### src/rtl/bp_be_pkg.sv
// rtl/bp_be_pkg.sv - shared types and constants for the stride detector
package bp_be_pkg;

    typedef enum logic [0:0] {e_bp_default_cfg} bp_params_e;

    localparam int bp_be_vaddr_width_gp  = 39;
    localparam int bp_be_stride_width_gp = 16;
    localparam int bp_be_conf_width_gp   = 3;

    typedef enum logic [1:0] {e_sd_idle, e_sd_discover, e_sd_confirmed} bp_be_stride_state_e;

    typedef struct packed {
        logic                                    valid;
        logic [bp_be_vaddr_width_gp-1:0]         pc;
        logic [bp_be_vaddr_width_gp-1:0]         last_addr;
        logic signed [bp_be_stride_width_gp-1:0] stride;
        logic [bp_be_conf_width_gp-1:0]          conf;
    } bp_be_stride_entry_s;

    function automatic int vaddr_width(bp_params_e cfg);
        case (cfg)
            e_bp_default_cfg: return bp_be_vaddr_width_gp;
            default:          return bp_be_vaddr_width_gp;
        endcase
    endfunction

endpackage

### src/rtl/bp_be_stride_table.sv
// rtl/bp_be_stride_table.sv - fully-associative PC-indexed stride table with round-robin allocation
module bp_be_stride_table
    import bp_be_pkg::*;
#(
    parameter int  entries_p    = 4,
    localparam int idx_width_lp = (entries_p > 1) ? $clog2(entries_p) : 1
) (
    input  logic                                    clk_i,
    input  logic                                    reset_n_i,
    input  logic                                    ld_v_i,
    input  logic [bp_be_vaddr_width_gp-1:0]         ld_pc_i,
    input  logic [bp_be_vaddr_width_gp-1:0]         ld_addr_i,
    output logic                                    hit_o,
    output logic [idx_width_lp-1:0]                 idx_o,
    output logic [bp_be_conf_width_gp-1:0]          new_conf_o,
    output logic                                    conf_reset_o,
    output logic signed [bp_be_stride_width_gp-1:0] stride_o
);

    localparam int va_lp = bp_be_vaddr_width_gp;
    localparam int sw_lp = bp_be_stride_width_gp;

    bp_be_stride_entry_s            tbl_r [entries_p];
    logic [idx_width_lp-1:0]        rr_r;
    bp_be_stride_entry_s            cur;
    logic [va_lp-1:0]               delta;
    logic                           in_range;
    logic                           match;

    // On a miss idx_o points at the allocation victim so the caller can detect evictions.
    always_comb begin
        hit_o = 1'b0;
        idx_o = rr_r;
        for (int i = 0; i < entries_p; i++) begin
            if (tbl_r[i].valid && (tbl_r[i].pc == ld_pc_i)) begin
                hit_o = 1'b1;
                idx_o = idx_width_lp'(i);
            end
        end
    end

    assign cur      = tbl_r[idx_o];
    assign delta    = ld_addr_i - cur.last_addr;
    assign in_range = (delta[va_lp-1:sw_lp-1] == {(va_lp-sw_lp+1){delta[sw_lp-1]}});
    assign match    = hit_o && in_range && (delta[sw_lp-1:0] == cur.stride) && (delta != '0);

    assign new_conf_o   = match ? ((cur.conf == '1) ? cur.conf : cur.conf + 1'b1) : '0;
    assign conf_reset_o = hit_o && !match;
    assign stride_o     = delta[sw_lp-1:0];

    always_ff @(posedge clk_i or negedge reset_n_i) begin
        if (!reset_n_i) begin
            rr_r <= '0;
            for (int i = 0; i < entries_p; i++) begin
                tbl_r[i] <= '0;
            end
        end else if (ld_v_i) begin
            if (hit_o) begin
                tbl_r[idx_o].last_addr <= ld_addr_i;
                tbl_r[idx_o].conf      <= new_conf_o;
                if (!match) begin
                    tbl_r[idx_o].stride <= stride_o;
                end
            end else begin
                tbl_r[rr_r] <= '{valid: 1'b1, pc: ld_pc_i, last_addr: ld_addr_i, stride: '0, conf: '0};
                rr_r        <= (rr_r == idx_width_lp'(entries_p - 1)) ? '0 : rr_r + 1'b1;
            end
        end
    end

endmodule

### src/rtl/bp_be_stride_detector.sv
// rtl/bp_be_stride_detector.sv - selects one striding load per episode for downstream loop inference
module bp_be_stride_detector
    import bp_be_pkg::*;
#(
    parameter bp_params_e bp_params_p    = e_bp_default_cfg,
    parameter int         entries_p      = 4,
    parameter int         stride_width_p = bp_be_stride_width_gp,
    parameter int         start_conf_p   = 2,
    parameter int         confirm_conf_p = 4,
    parameter int         timeout_p      = 1024,
    localparam int        vaddr_width_p  = vaddr_width(bp_params_p),
    localparam int        idx_width_lp   = (entries_p > 1) ? $clog2(entries_p) : 1,
    localparam int        tcnt_width_lp  = (timeout_p > 1) ? $clog2(timeout_p) : 1
) (
    input  logic                             clk_i,
    input  logic                             reset_n_i,
    input  logic                             ld_v_i,
    input  logic [vaddr_width_p-1:0]         ld_pc_i,
    input  logic [vaddr_width_p-1:0]         ld_addr_i,
    output logic                             start_discovery_o,
    output logic                             confirm_discovery_o,
    output logic [vaddr_width_p-1:0]         striding_pc_o,
    output logic signed [stride_width_p-1:0] stride_o,
    input  logic                             loop_done_i,
    output logic                             busy_o
);

    logic                             hit;
    logic [idx_width_lp-1:0]          idx;
    logic [bp_be_conf_width_gp-1:0]   new_conf;
    logic                             conf_reset;
    logic signed [stride_width_p-1:0] upd_stride;

    bp_be_stride_table #(.entries_p(entries_p)) table_inst (
        .clk_i        (clk_i),
        .reset_n_i    (reset_n_i),
        .ld_v_i       (ld_v_i),
        .ld_pc_i      (ld_pc_i),
        .ld_addr_i    (ld_addr_i),
        .hit_o        (hit),
        .idx_o        (idx),
        .new_conf_o   (new_conf),
        .conf_reset_o (conf_reset),
        .stride_o     (upd_stride)
    );

    bp_be_stride_state_e              state_r, state_n;
    logic [idx_width_lp-1:0]          idx_r, idx_n;
    logic [vaddr_width_p-1:0]         pc_r, pc_n;
    logic signed [stride_width_p-1:0] stride_r, stride_n;
    logic [tcnt_width_lp-1:0]         tcnt_r, tcnt_n;
    logic                             start_r, start_n;
    logic                             confirm_r, confirm_n;

    logic upd, tracked, evicted;
    assign upd     = ld_v_i && hit;
    assign tracked = upd && (idx == idx_r);
    assign evicted = ld_v_i && !hit && (idx == idx_r);

    always_comb begin
        state_n   = state_r;
        idx_n     = idx_r;
        pc_n      = pc_r;
        stride_n  = stride_r;
        tcnt_n    = tcnt_r;
        start_n   = 1'b0;
        confirm_n = 1'b0;
        unique case (state_r)
            // Only an exact step onto start_conf_p arms, so saturated entries never re-fire.
            e_sd_idle: begin
                if (upd && (new_conf == bp_be_conf_width_gp'(start_conf_p))) begin
                    state_n  = e_sd_discover;
                    start_n  = 1'b1;
                    idx_n    = idx;
                    pc_n     = ld_pc_i;
                    stride_n = upd_stride;
                    tcnt_n   = '0;
                end
            end
            e_sd_discover: begin
                if (tracked && (new_conf == bp_be_conf_width_gp'(confirm_conf_p))) begin
                    state_n   = e_sd_confirmed;
                    confirm_n = 1'b1;
                end else if ((tracked && conf_reset) || evicted) begin
                    state_n = e_sd_idle;
                end else if (tcnt_r == tcnt_width_lp'(timeout_p - 1)) begin
                    state_n = e_sd_idle;
                end else begin
                    tcnt_n = tcnt_r + 1'b1;
                end
            end
            e_sd_confirmed: begin
                if (loop_done_i) begin
                    state_n = e_sd_idle;
                end
            end
            default: state_n = e_sd_idle;
        endcase
    end

    always_ff @(posedge clk_i or negedge reset_n_i) begin
        if (!reset_n_i) begin
            state_r   <= e_sd_idle;
            idx_r     <= '0;
            pc_r      <= '0;
            stride_r  <= '0;
            tcnt_r    <= '0;
            start_r   <= 1'b0;
            confirm_r <= 1'b0;
        end else begin
            state_r   <= state_n;
            idx_r     <= idx_n;
            pc_r      <= pc_n;
            stride_r  <= stride_n;
            tcnt_r    <= tcnt_n;
            start_r   <= start_n;
            confirm_r <= confirm_n;
        end
    end

    assign start_discovery_o   = start_r;
    assign confirm_discovery_o = confirm_r;
    assign striding_pc_o       = pc_r;
    assign stride_o            = stride_r;
    assign busy_o              = (state_r != e_sd_idle);

endmodule

### config.mk
export PLATFORM = sky130hd
export DESIGN_NAME = bp_be_stride_detector
export DESIGN_NICKNAME = d
export VERILOG_FILES = /design/src/rtl/bp_be_pkg.sv /design/src/rtl/bp_be_stride_table.sv /design/src/rtl/bp_be_stride_detector.sv
export SDC_FILE = /design/constraint.sdc
export NUM_CORES = 1
export LEC_CHECK = 0
export BUFFER_PORTS_ARGS = -buffer_cell sky130_fd_sc_hd__buf_2
export CAP_MARGIN = 15
export CELL_PAD_IN_SITES_DETAIL_PLACEMENT = 0
export CELL_PAD_IN_SITES_GLOBAL_PLACEMENT = 1
export CORE_ASPECT_RATIO = 1.25
export CORE_UTILIZATION = 50
export DETAILED_ROUTE_END_ITERATION = 10
export PLACE_DENSITY = 0.84
export RECOVER_POWER = 100
export SETUP_SLACK_MARGIN = 0.05
export SLEW_MARGIN = 5
export SYNTH_ARGS = -nofsm -noshare
export SYNTH_HDL_FRONTEND = slang
export SYNTH_SLANG_ARGS = --single-unit
### constraint.sdc
create_clock -name clk_i -period 22.3 [get_ports clk_i]
set_input_delay 4.46 -clock clk_i [delete_from_list [all_inputs] [get_ports clk_i]]
set_output_delay 4.46 -clock clk_i [all_outputs]
set_load 0.01 [all_outputs]
==> After elaboration in Yosys (flattened, before gate mapping) <==
Index checks and enable logic that the tools add are counted.
{ "classes": {"addsub": 4, "n_lt_le_gt_ge": 4, "eq_ne": 20, "n_mux": 43, "n_bitwise": 3, "reduce_logical": 28} }
{ "op_table": {"columns": ["op", "count"], "rows": [
  ["$bwmux 392", 4],
  ["$demux 98 s2", 4],
  ["$mux 392", 2],
  ["$bmux 98 s2", 1],
  ["$mux 58", 3],
  ["$eq 39x39->1", 4],
  ["$mux 98", 1],
  ["$mux 10", 4],
  ["$reduce_bool 39->1", 1],
  ["$sub 39x39->39", 1],
  ["$eq 23x23->1", 1],
  ["$mux 2", 10],
  ["$pmux 10 s2", 1],
  ["$mux 19", 1],
  ["$logic_and 1x1->1", 17],
  ["$eq 16x16->1", 1],
  ["$add 10x1->10 const B", 1],
  ["$eq 10x10->1 const B", 1],
  ["$ne 2x2->1 const B", 5],
  ["$mux 3", 3],
  ["$mux 1", 8],
  ["$eq 3x3->1 const B", 2],
  ["$ge 3x3->1 const B", 2],
  ["$lt 3x1->1 const B", 2],
  ["other kinds (17)", 22]
]} }
{ "totals": {"ff_bits": 465, "inputBits": 82, "output_inout_bits": 58, "word_cells": 130} }

==> Depth between registers and ports, before layout <==
Gate-level depths: netlist of run 1.
{ "logic_depth": {"depth_word": 22, "mapped_depth": 34, "mapped_depth_nobuf": 25} }

==> Hierarchy <==
Synthesis of run 1 repeated with hierarchy kept, for this count alone.
{ "hier_totals": {"cells_unflattened": 2693, "area_unflattened_um2": 25364.3} }
{ "by_module_without_submodules": {"columns": ["module", "instances", "cells_each", "area_per_inst_um2", "seq_area_each_um2"], "rows": [
  ["bp_be_stride_table", 1, 2364, 22382.7, 9859.5],
  ["bp_be_stride_detector", 1, 329, 2981.6, 1776.7]
]} }

==> Worst setup path after synthesis of run 1 <==
No wires, ideal clock.
{ "synth_path": {"kind": "input port to flip-flop", "startpoint": "input port ld_pc_i[31]", "endpoint": "register stride_r[13] (netlist: stride_o[13])", "setup_ns": 0.127, "arrival_ns": 11.932, "required_ns": 22.173, "path_slack_ns": 10.240, "cell_stages": 28, "path_buffers": 7, "cell_sequence": "clkbuf_1 -> xnor2_1 -> or4b_1 -> or4_1 -> o41ai_2 -> nand3_2 -> nand2_2 -> buf_4 -> buf_6 -> clkbuf_1 -> clkbuf_1 -> a31oi_1 -> ha_1 -> fa_1 -> nand2b_1 -> a21o_1 -> a31o_2 -> o311ai_1 -> o22ai_1 -> o311ai_0 -> and2_1 -> nand4b_1 -> nand4_1 -> or4_1 -> a2111o_1 -> buf_2 -> buf_6 -> mux2_1"} }
{ "synth_between": {"elab_chain_len": 19, "elab_cells_between_ends": 35, "cone_classes": "add/sub: 2; eq/ne: 8; mux: 13; bitwise: 1; reduce/logical: 11"} }
{ "synth_lines": {"columns": ["element", "line_no", "text"], "rows": [
  ["start, declared", "bp_be_stride_detector.sv:18", "input logic [vaddr_width_p-1:0] ld_pc_i,"],
  ["$eq 39x39->1", "bp_be_stride_table.sv:35", "if (tbl_r[i].valid && (tbl_r[i].pc == ld_pc_i)) begin"],
  ["$logic_and 1x1->1", "bp_be_stride_table.sv:35", null],
  ["$mux 2 (4 in a row)", "bp_be_stride_table.sv:35", null],
  ["$not 2->3 (not written as such)", "bp_be_stride_table.sv:42", "assign cur = tbl_r[idx_o];"],
  ["$bmux 98 s2", "bp_be_stride_table.sv:42", null],
  ["$mux 58 (not written as such) (2 in a row)", "bp_be_stride_table.sv:42", null],
  ["$sub 39x39->39", "bp_be_stride_table.sv:43", "assign delta = ld_addr_i - cur.last_addr;"],
  ["$eq 23x23->1", "bp_be_stride_table.sv:44", "assign in_range = (delta[va_lp-1:sw_lp-1] == {(va_lp-sw_lp+1){delta[sw_lp-1]}});"],
  ["$logic_and 1x1->1 (3 in a row)", "bp_be_stride_table.sv:45", "assign match = hit_o && in_range && (delta[sw_lp-1:0] == cur.stride) && (delta != '0);"],
  ["$mux 3", "bp_be_stride_table.sv:47", "assign new_conf_o = match ? ((cur.conf == '1) ? cur.conf : cur.conf + 1'b1) : '0;"],
  ["$eq 3x2->1", "bp_be_stride_detector.sv:71", "if (upd && (new_conf == bp_be_conf_width_gp'(start_conf_p))) begin"],
  ["$logic_and 1x1->1", "bp_be_stride_detector.sv:71", null],
  ["$reduce_and 2->1 (no source line)", null, null],
  ["end signal, assigned", "bp_be_stride_detector.sv:114", "stride_r <= stride_n;"],
  ["end, declared", "bp_be_stride_detector.sv:50", "logic signed [stride_width_p-1:0] stride_r, stride_n;"]
]} }
Parallel ways exist; a longest one is shown, timed or not. The select of a mux whose other input is x is not followed.
A chain may end at the register's enable or synchronous reset.

==> Worst setup path in the final report of run 1 <==
{ "layout_path": {"startpoint": "input port ld_pc_i[31]", "endpoint": "register table_inst.tbl_r[203] in the netlist's numbering"} }
{ "layout_between": {"elab_chain_len": 17, "elab_cells_between_ends": 39, "cone_classes": "add/sub: 1; order compare: 2; eq/ne: 6; mux: 20; bitwise: 1; reduce/logical: 9"} }
{ "layout_lines": {"columns": ["element", "line_no", "text"], "rows": [
  ["$eq 39x39->1", "bp_be_stride_table.sv:35", null],
  ["$logic_and 1x1->1", "bp_be_stride_table.sv:35", null],
  ["$mux 2 (4 in a row)", "bp_be_stride_table.sv:35", null],
  ["$not 2->3 (not written as such)", null, null],
  ["$bmux 98 s2", "bp_be_stride_table.sv:42", null],
  ["$mux 58 (not written as such) (2 in a row)", "bp_be_stride_table.sv:42", null],
  ["$sub 39x39->39", "bp_be_stride_table.sv:43", null],
  ["$eq 23x23->1", "bp_be_stride_table.sv:44", null],
  ["$logic_and 1x1->1 (3 in a row)", "bp_be_stride_table.sv:45", null],
  ["$mux 392", "bp_be_stride_table.sv:61", "if (!match) begin"],
  ["$mux 392 (*)", "bp_be_stride_table.sv:58", "if (hit_o) begin"],
  ["end signal, assigned by index", "bp_be_stride_table.sv:65", "tbl_r[rr_r] <= '{valid: 1'b1, pc: ld_pc_i, last_addr: ld_addr_i, stride: '0, conf: '0};"],
  ["end, declared", "bp_be_stride_table.sv:23", "bp_be_stride_entry_s tbl_r [entries_p];"]
]} }
Every way passes the cells marked *; elsewhere a longest branch is shown, timed or not. The select of a mux whose other input is x is not followed.

==> flow_summary.json, run 1 <==
{
  "cts-buffers-inserted": 49,
  "synth_cells": 2436,
  "drc": 0,
  "fmax_mhz": 62.53,
  "ctsHoldBuffers": 0,
  "async_flop_share_pct": 100.0,
  "grt.total_usage_pct": 28.21,
  "grt_overflow": 0,
  "cts_resized": 0,
  "syn_avg_cell_area_um2": 10.33,
  "viasPerCell": 5.942,
  "grt_max_degree": 124,
  "violations": "max-capacitance violations, max-slew violations",
  "numClockSinks": 465,
  "drt-total-wl_um": 71570,
  "fin_crit_ns": 15.99,
  "stdcell_area_um2": 27830,
  "nNetsFinal": 2628,
  "critPathRequiredTime_ns": 22.77,
  "hold_violations": 0,
  "drtPass1Iterations": 5,
  "setup_tns_ns": 0,
  "seq_area_frac_synth_pct": 46.26,
  "fin_crit_sh_pct": 71.72,
  "dpl.hpwl_um": 50850,
  "post-cts-setup-buffers": 0,
  "p_per_area_nw_per_um2": 158.1,
  "postPlaceCellArea_um2": 26280,
  "grt_pass1_vias": 19460,
  "layout_commonest_cell": "dfrtp_1",
  "drive_gt1_share_pct": 19.94,
  "p_leak_uw": 0.01228,
  "yosys_register_bits": 465,
  "max_cap_viol_count": 15,
  "num_io_pins": 140,
  "globalplace.congestion": 0.9326,
  "finClkSkew_ns": 0.01710,
  "place_ws_ns": 8.679,
  "synth_cell_types": 83,
  "peakVddDrop_mv": 0.1107,
  "dieArea_um2": 51210,
  "drt_iter0_markers": 1068,
  "portBuffers": 139,
  "clkSlewWorstSetupHoldPaths_ns": 0.06,
  "outcome": "complete, but fails checks",
  "ys.flop_type": "dfrtp_1",
  "start_kind": "input pin",
  "die_h_um": 252.8,
  "antenna_found_initial": 1,
  "clock_latency_ns": 0.60,
  "rows": 91,
  "die_w_um": 202.6,
  "cp.arrival_ns": 16.46,
  "worst_pin_slew_ns": 6.562,
  "end_kind": "flop",
  "grt_pass1_wl_um": 111600,
  "finalWorstSetupSlack_ns": 6.307,
  "synth_edf_count": 0,
  "rsz0062_at_grt": "no",
  "cts_root_buf": "clkbuf_16",
  "netlist_area_um2": 25150,
  "layout_common_cells": "dfrtp_1, nand2_1, mux2_2",
  "postRouteAntennaNets": 0,
  "timing_worst_setup_path_type": "input pin to flop",
  "yosys_warnings": 0,
  "hp-class": "flop to flop",
  "cp_max_fo": 79,
  "setup_viol": 0,
  "clock_path_buffers": 3,
  "r2r_slack_ns": 10.02,
  "syn-num-nets": 2563,
  "initial_core_util_pct": 50.78,
  "slowest_delay_ns": 2.72,
  "syn_to_final_growth_pct": 10.63,
  "design.core.area_um2": 49530,
  "tritoncts": "yes",
  "vias": 18980,
  "slew_headroom_pct": -337.5,
  "wl_per_cell_um": 22.41,
  "cp_slowest_cell": "clkbuf_1",
  "slew_viol_final": 928,
  "cts-htree-levels": 2
}
[cell usage after synthesis (all sizes together), types with 7 or more instances]
library cell | number | area [um2]
ha | 44 | 550.5
nand4 | 74 | 462.9
nand2b | 54 | 337.8
xnor2 | 144 | 1261
and2 | 13 | 81.33
a21oi | 41 | 205.2
and3 | 15 | 93.84
a31oi | 16 | 100.1
mux2 | 359 | 4043
o211ai | 8 | 60.06
nor3 | 16 | 80.08
or4 | 14 | 105.1
nand4b | 8 | 70.07
nand3 | 144 | 725.7
clkbuf | 109 | 409.1
nor2 | 85 | 321.6
buf | 39 | 216.5
o21a | 8 | 60.06
dfrtp | 465 | 11640
a21o | 17 | 127.6
o2111ai | 8 | 70.07
a211o | 7 | 61.31
inv | 44 | 165.2
nor4 | 43 | 269.0
xor2 | 52 | 455.4
mux2i | 32 | 320.3
o21ai | 114 | 570.6
nand2 | 352 | 1324
[layer usage]
layer / global-route usage (%) / up-vias / part of all wire [%]
li1: - / 8776 / -
met1: 31.67 / 9475 / 38
met3: 3.442 / 181 / 3.7
met4: 14.95 / 0 / 5.6
met2: 51.89 / 546 / 52
met5: 0 / - / 0
[sequential cells by signal, indices dropped and copies added, names as in the netlist]
register             count
confirm_discovery_o      1
state_r                  2
striding_pc_o           39
idx_r                    2
table_inst.rr_r          2
table_inst.tbl_r       392
tcnt_r                  10
stride_o                16
start_discovery_o        1
[report_power, final]
part / switching, uW / internal (uW) / leakage, uW
sequential: 175 / 1140 / 0.00577
clock: 355 / 509 / 0.000844
combinational: 1340 / 885 / 0.00567
total: 1870 / 2530 / 0.0123
[worst max-delay path, delay by kind of cell]
family                     cells  cell delay [ns]
AOI/OAI and AO/OA              7             3.06
xor gates and xnor gates       1             0.52
muxes                          1             0.44
buffers and inverters          2             2.92
adders and majority gates      1             0.39
and+or+nand+nor               13             4.64
[path summary, 6_finish.rpt]
check | from | endpoint | cells after the start
hold reg to reg | stride_o[10] | stride_o[10] | 2
setup reg to reg | table_inst.tbl_r[89] | table_inst.tbl_r[203] | 24
max in group asynchronous | reset_n_i | striding_pc_o[14] | 3
min in group asynchronous | reset_n_i | table_inst.tbl_r[47] | 1
hold / removal | stride_o[10] | stride_o[10] | 2
setup / recovery | ld_pc_i[31] | table_inst.tbl_r[203] | 25
[cell families (layout without fill, tap and decap cells)]
family / after synthesis / in the layout / share of synthesized area [%]
flip-flops: 465 / 465 / 46.26
AND/OR/NAND/NOR: 852 / 852 / 16.41
buffers and inverters: 192 / 298 / 3.144
other: 0 / 1 / 0
multiplexers: 391 / 391 / 17.35
AO/OA/AOI/OAI: 294 / 294 / 7.656
XOR/XNOR: 197 / 197 / 6.914
adder cells (fa/ha/maj): 45 / 45 / 2.268
[cell type report]
cell class / instances / area, um2
Fill cell: 4409 / 21700
Multi-Input combinational cell: 1779 / 12760
Sequential cell: 465 / 11640
Clock buffer: 72 / 1485
Tap cell: 651 / 814.5
Timing Repair Buffer: 162 / 743.2
Clock inverter: 20 / 220.2
Inverter: 44 / 165.2
Antenna cell: 1 / 2.502
[stage by stage]
stage,utilization [%],std cells,power [uW],hold slack [ns]
detailed placement,53.06,3101,3511,0.4693
global route,56.18,3194,4652,0.5052
CTS,56.50,3193,4390,0.4830
finish,56.18,3194,4399,0.4801
floorplan,-,2436,2821,0.4460
global placement,53.06,3101,3461,0.4611
Note: power is estimated with default switching activity, not from simulation.
==> run 2, diff against run 1 <==
--- a/config.mk
+++ b/config.mk
@@ -10,9 +10,9 @@
 export CELL_PAD_IN_SITES_DETAIL_PLACEMENT = 0
 export CELL_PAD_IN_SITES_GLOBAL_PLACEMENT = 1
 export CORE_ASPECT_RATIO = 1.25
-export CORE_UTILIZATION = 50
+export CORE_UTILIZATION = 49
 export DETAILED_ROUTE_END_ITERATION = 10
-export PLACE_DENSITY = 0.84
+export PLACE_DENSITY = 0.82
 export RECOVER_POWER = 100
 export SETUP_SLACK_MARGIN = 0.05
 export SLEW_MARGIN = 5
==> constraint.sdc (replaced) <==
create_clock -name clk_i -period 15.37 [get_ports clk_i]
set_input_delay 3.074 -clock clk_i [delete_from_list [all_inputs] [get_ports clk_i]]
set_output_delay 3.074 -clock clk_i [all_outputs]
set_load 0.01 [all_outputs]
==> flow_summary.json, run 2 (same netlist as run 1, synthesis figures left out) <==
{
  "outcome": "complete, but fails checks",
  "violations": "max-capacitance violations, max-slew violations",
  "cts_resized": 0,
  "regMostFlops": "table_inst.tbl_r",
  "dpl.hpwl_um": 50970,
  "antenna_found_initial": 0,
  "cts_root_buf": "clkbuf_16",
  "finClkSkew_ns": 0.02105,
  "met2_usage_pct": 49.77,
  "clkSlewWorstSetupHoldPaths_ns": 0.06,
  "drive_gt1_share_pct": 19.72,
  "fin_crit_sh_pct": 85.54,
  "drt-total-wl_um": 72280,
  "postPlaceCellArea_um2": 26290,
  "syn_to_final_growth_pct": 10.49,
  "nNetsFinal": 2627,
  "worstHoldStart": "table_inst.tbl_r[303]",
  "viasPerCell": 5.977,
  "num_io_pins": 140,
  "p_clk_share_pct": 19.3,
  "grt_overflow": 0,
  "start_kind": "input pin",
  "grt_max_degree": 172,
  "drtPass1Iterations": 8,
  "r2r_slack_ns": 4.65,
  "grt_pass1_vias": 19710,
  "switching_share_pct": 42.54,
  "die_w_um": 204.6,
  "largest_reg_flops": 392,
  "crit_path_frequent_cell": "nand3_1",
  "timing_worst_setup_path_type": "input pin to flop",
  "drt_iter0_markers": 1291,
  "gr-usage-met1_pct": 31.21,
  "layout_common_cells": "dfrtp_1, nand2_1, mux2_2",
  "top_usage_layer": "met2",
  "design.core.area_um2": 50530,
  "numClockSinks": 465,
  "hold_violations": 0,
  "clock_latency_ns": 0.60,
  "cp_max_fo": 58,
  "fin_crit_ns": 13.15,
  "post-cts-setup-buffers": 0,
  "holdPathStages": 2,
  "critPathRequiredTime_ns": 15.83,
  "drc": 0,
  "cts-htree-levels": 2,
  "vias": 19090,
  "dp.cells": 3106,
  "worst_pin_slew_ns": 6.157,
  "r2r_start": "table_inst.tbl_r[383]",
  "globalplace.congestion": 0.9824,
  "peakVddDrop_mv": 0.1252,
  "power_switching_uw": 2700,
  "wl_per_cell_um": 22.63,
  "finalWorstSetupSlack_ns": 2.222,
  "fin_cells": 3194,
  "max_cap_viol_count": 11,
  "setup_tns_ns": 0,
  "place_ws_ns": 2.604,
  "num_antenna_cells": 0,
  "setup_viol": 0,
  "finalPower_uw": 6347,
  "hp-class": "flop to flop",
  "portBuffers": 139,
  "internal_power_uw": 3647,
  "die_h_um": 255.3,
  "p_comb_share_pct": 50.7,
  "cts-buffers-inserted": 50,
  "cp.arrival_ns": 13.61,
  "min_to": "table_inst.tbl_r[303]",
  "rows": 92,
  "slowest_delay_ns": 1.15,
  "grt_pass1_wl_um": 112600,
  "p_leak_uw": 0.01226,
  "ctsHoldBuffers": 0,
  "rr_endpoint": "table_inst.tbl_r[102]",
  "p_seq_share_pct": 30.0,
  "slew_viol_final": 618,
  "use_met3_pct": 3.635,
  "grt.total_usage_pct": 27.91,
  "cp_slowest_cell": "o311ai_0",
  "stdcell_area_um2": 27790,
  "p_per_area_nw_per_um2": 228.4,
  "initial_core_util_pct": 49.77,
  "clock_path_buffers": 3,
  "dieArea_um2": 52250,
  "slew_headroom_pct": -310.5,
  "end_kind": "flop",
  "layout_commonest_cell": "dfrtp_1",
  "rsz0062_at_grt": "no",
  "reg2regPathDepth": 25,
  "postRouteAntennaNets": 0,
  "fmax_mhz": 76.06,
  "tritoncts": "yes"
}
[run 2: cell types whose count changed in the layout (fill, tap and decap cells not counted), moves of 2 or more]
cell	delta
clkinv_4	-3
clkinv_2	-2
clkinvlp_4	-2
nor2_1	-2
[run 2: routing by layer]
| metal | part of all wire [%] | vias up |
|---|---|---|
| li1 | - | 8771 |
| met1 | 38 | 9514 |
| met2 | 51 | 582 |
| met3 | 4.1 | 223 |
| met4 | 6.8 | 0 |
| met5 | 0 | - |
[run 2: area by class of cell]
cell class	instances	area, um2
fill	4478	22740
sequential	465	11640
clock buffer	75	1486
inverter	44	165.2
multi-input combinational	1779	12760
clock inverter	13	168.9
tap	658	823.3
timing repair buffer	160	749.5
[run 2: worst max-delay path: cells and delay by family]
family	cells	cell delay [ns]
AND/OR/NAND/NOR	14	3.97
XOR/XNOR	1	0.26
adder cells (fa/ha/maj)	1	0.45
multiplexers	1	0.42
buffers and inverters	4	1.89
AO/OA/AOI/OAI	5	3.50
[run 2: worst max path at each step]
stage                            end  slack, ns   startpoint  depth (start not counted)
2_1_floorplan           stride_o[13]       4.70  ld_pc_i[31]                         28
3_3_place_gp       striding_pc_o[34]       2.78   ld_pc_i[8]                         26
3_5_place_dp       striding_pc_o[34]       2.60   ld_pc_i[9]                         26
4_1_cts            striding_pc_o[34]       3.21   ld_pc_i[9]                         26
5_1_grt                    tcnt_r[9]       1.37  ld_pc_i[31]                         26
6_report       table_inst.tbl_r[102]       2.22  ld_pc_i[31]                         26
[run 2: stage by stage]
step           hold WS, ns  util, %
6_report            0.4801    55.00
3_3_place_gp        0.4614    52.02
3_5_place_dp        0.4707    52.02
4_1_cts             0.4844    55.29
5_1_grt             0.5060    55.00
2_1_floorplan       0.4460        -
[run 2: power groups by stage]
stage / Sequential [uW] / Combinational, uW / Clock (uW)
floorplan: 1850 / 2250 / 0
global placement: 1890 / 3140 / 0
detailed placement: 1920 / 3180 / 0
CTS: 1900 / 3190 / 1250
global route: 1950 / 3470 / 1300
finish: 1900 / 3220 / 1220
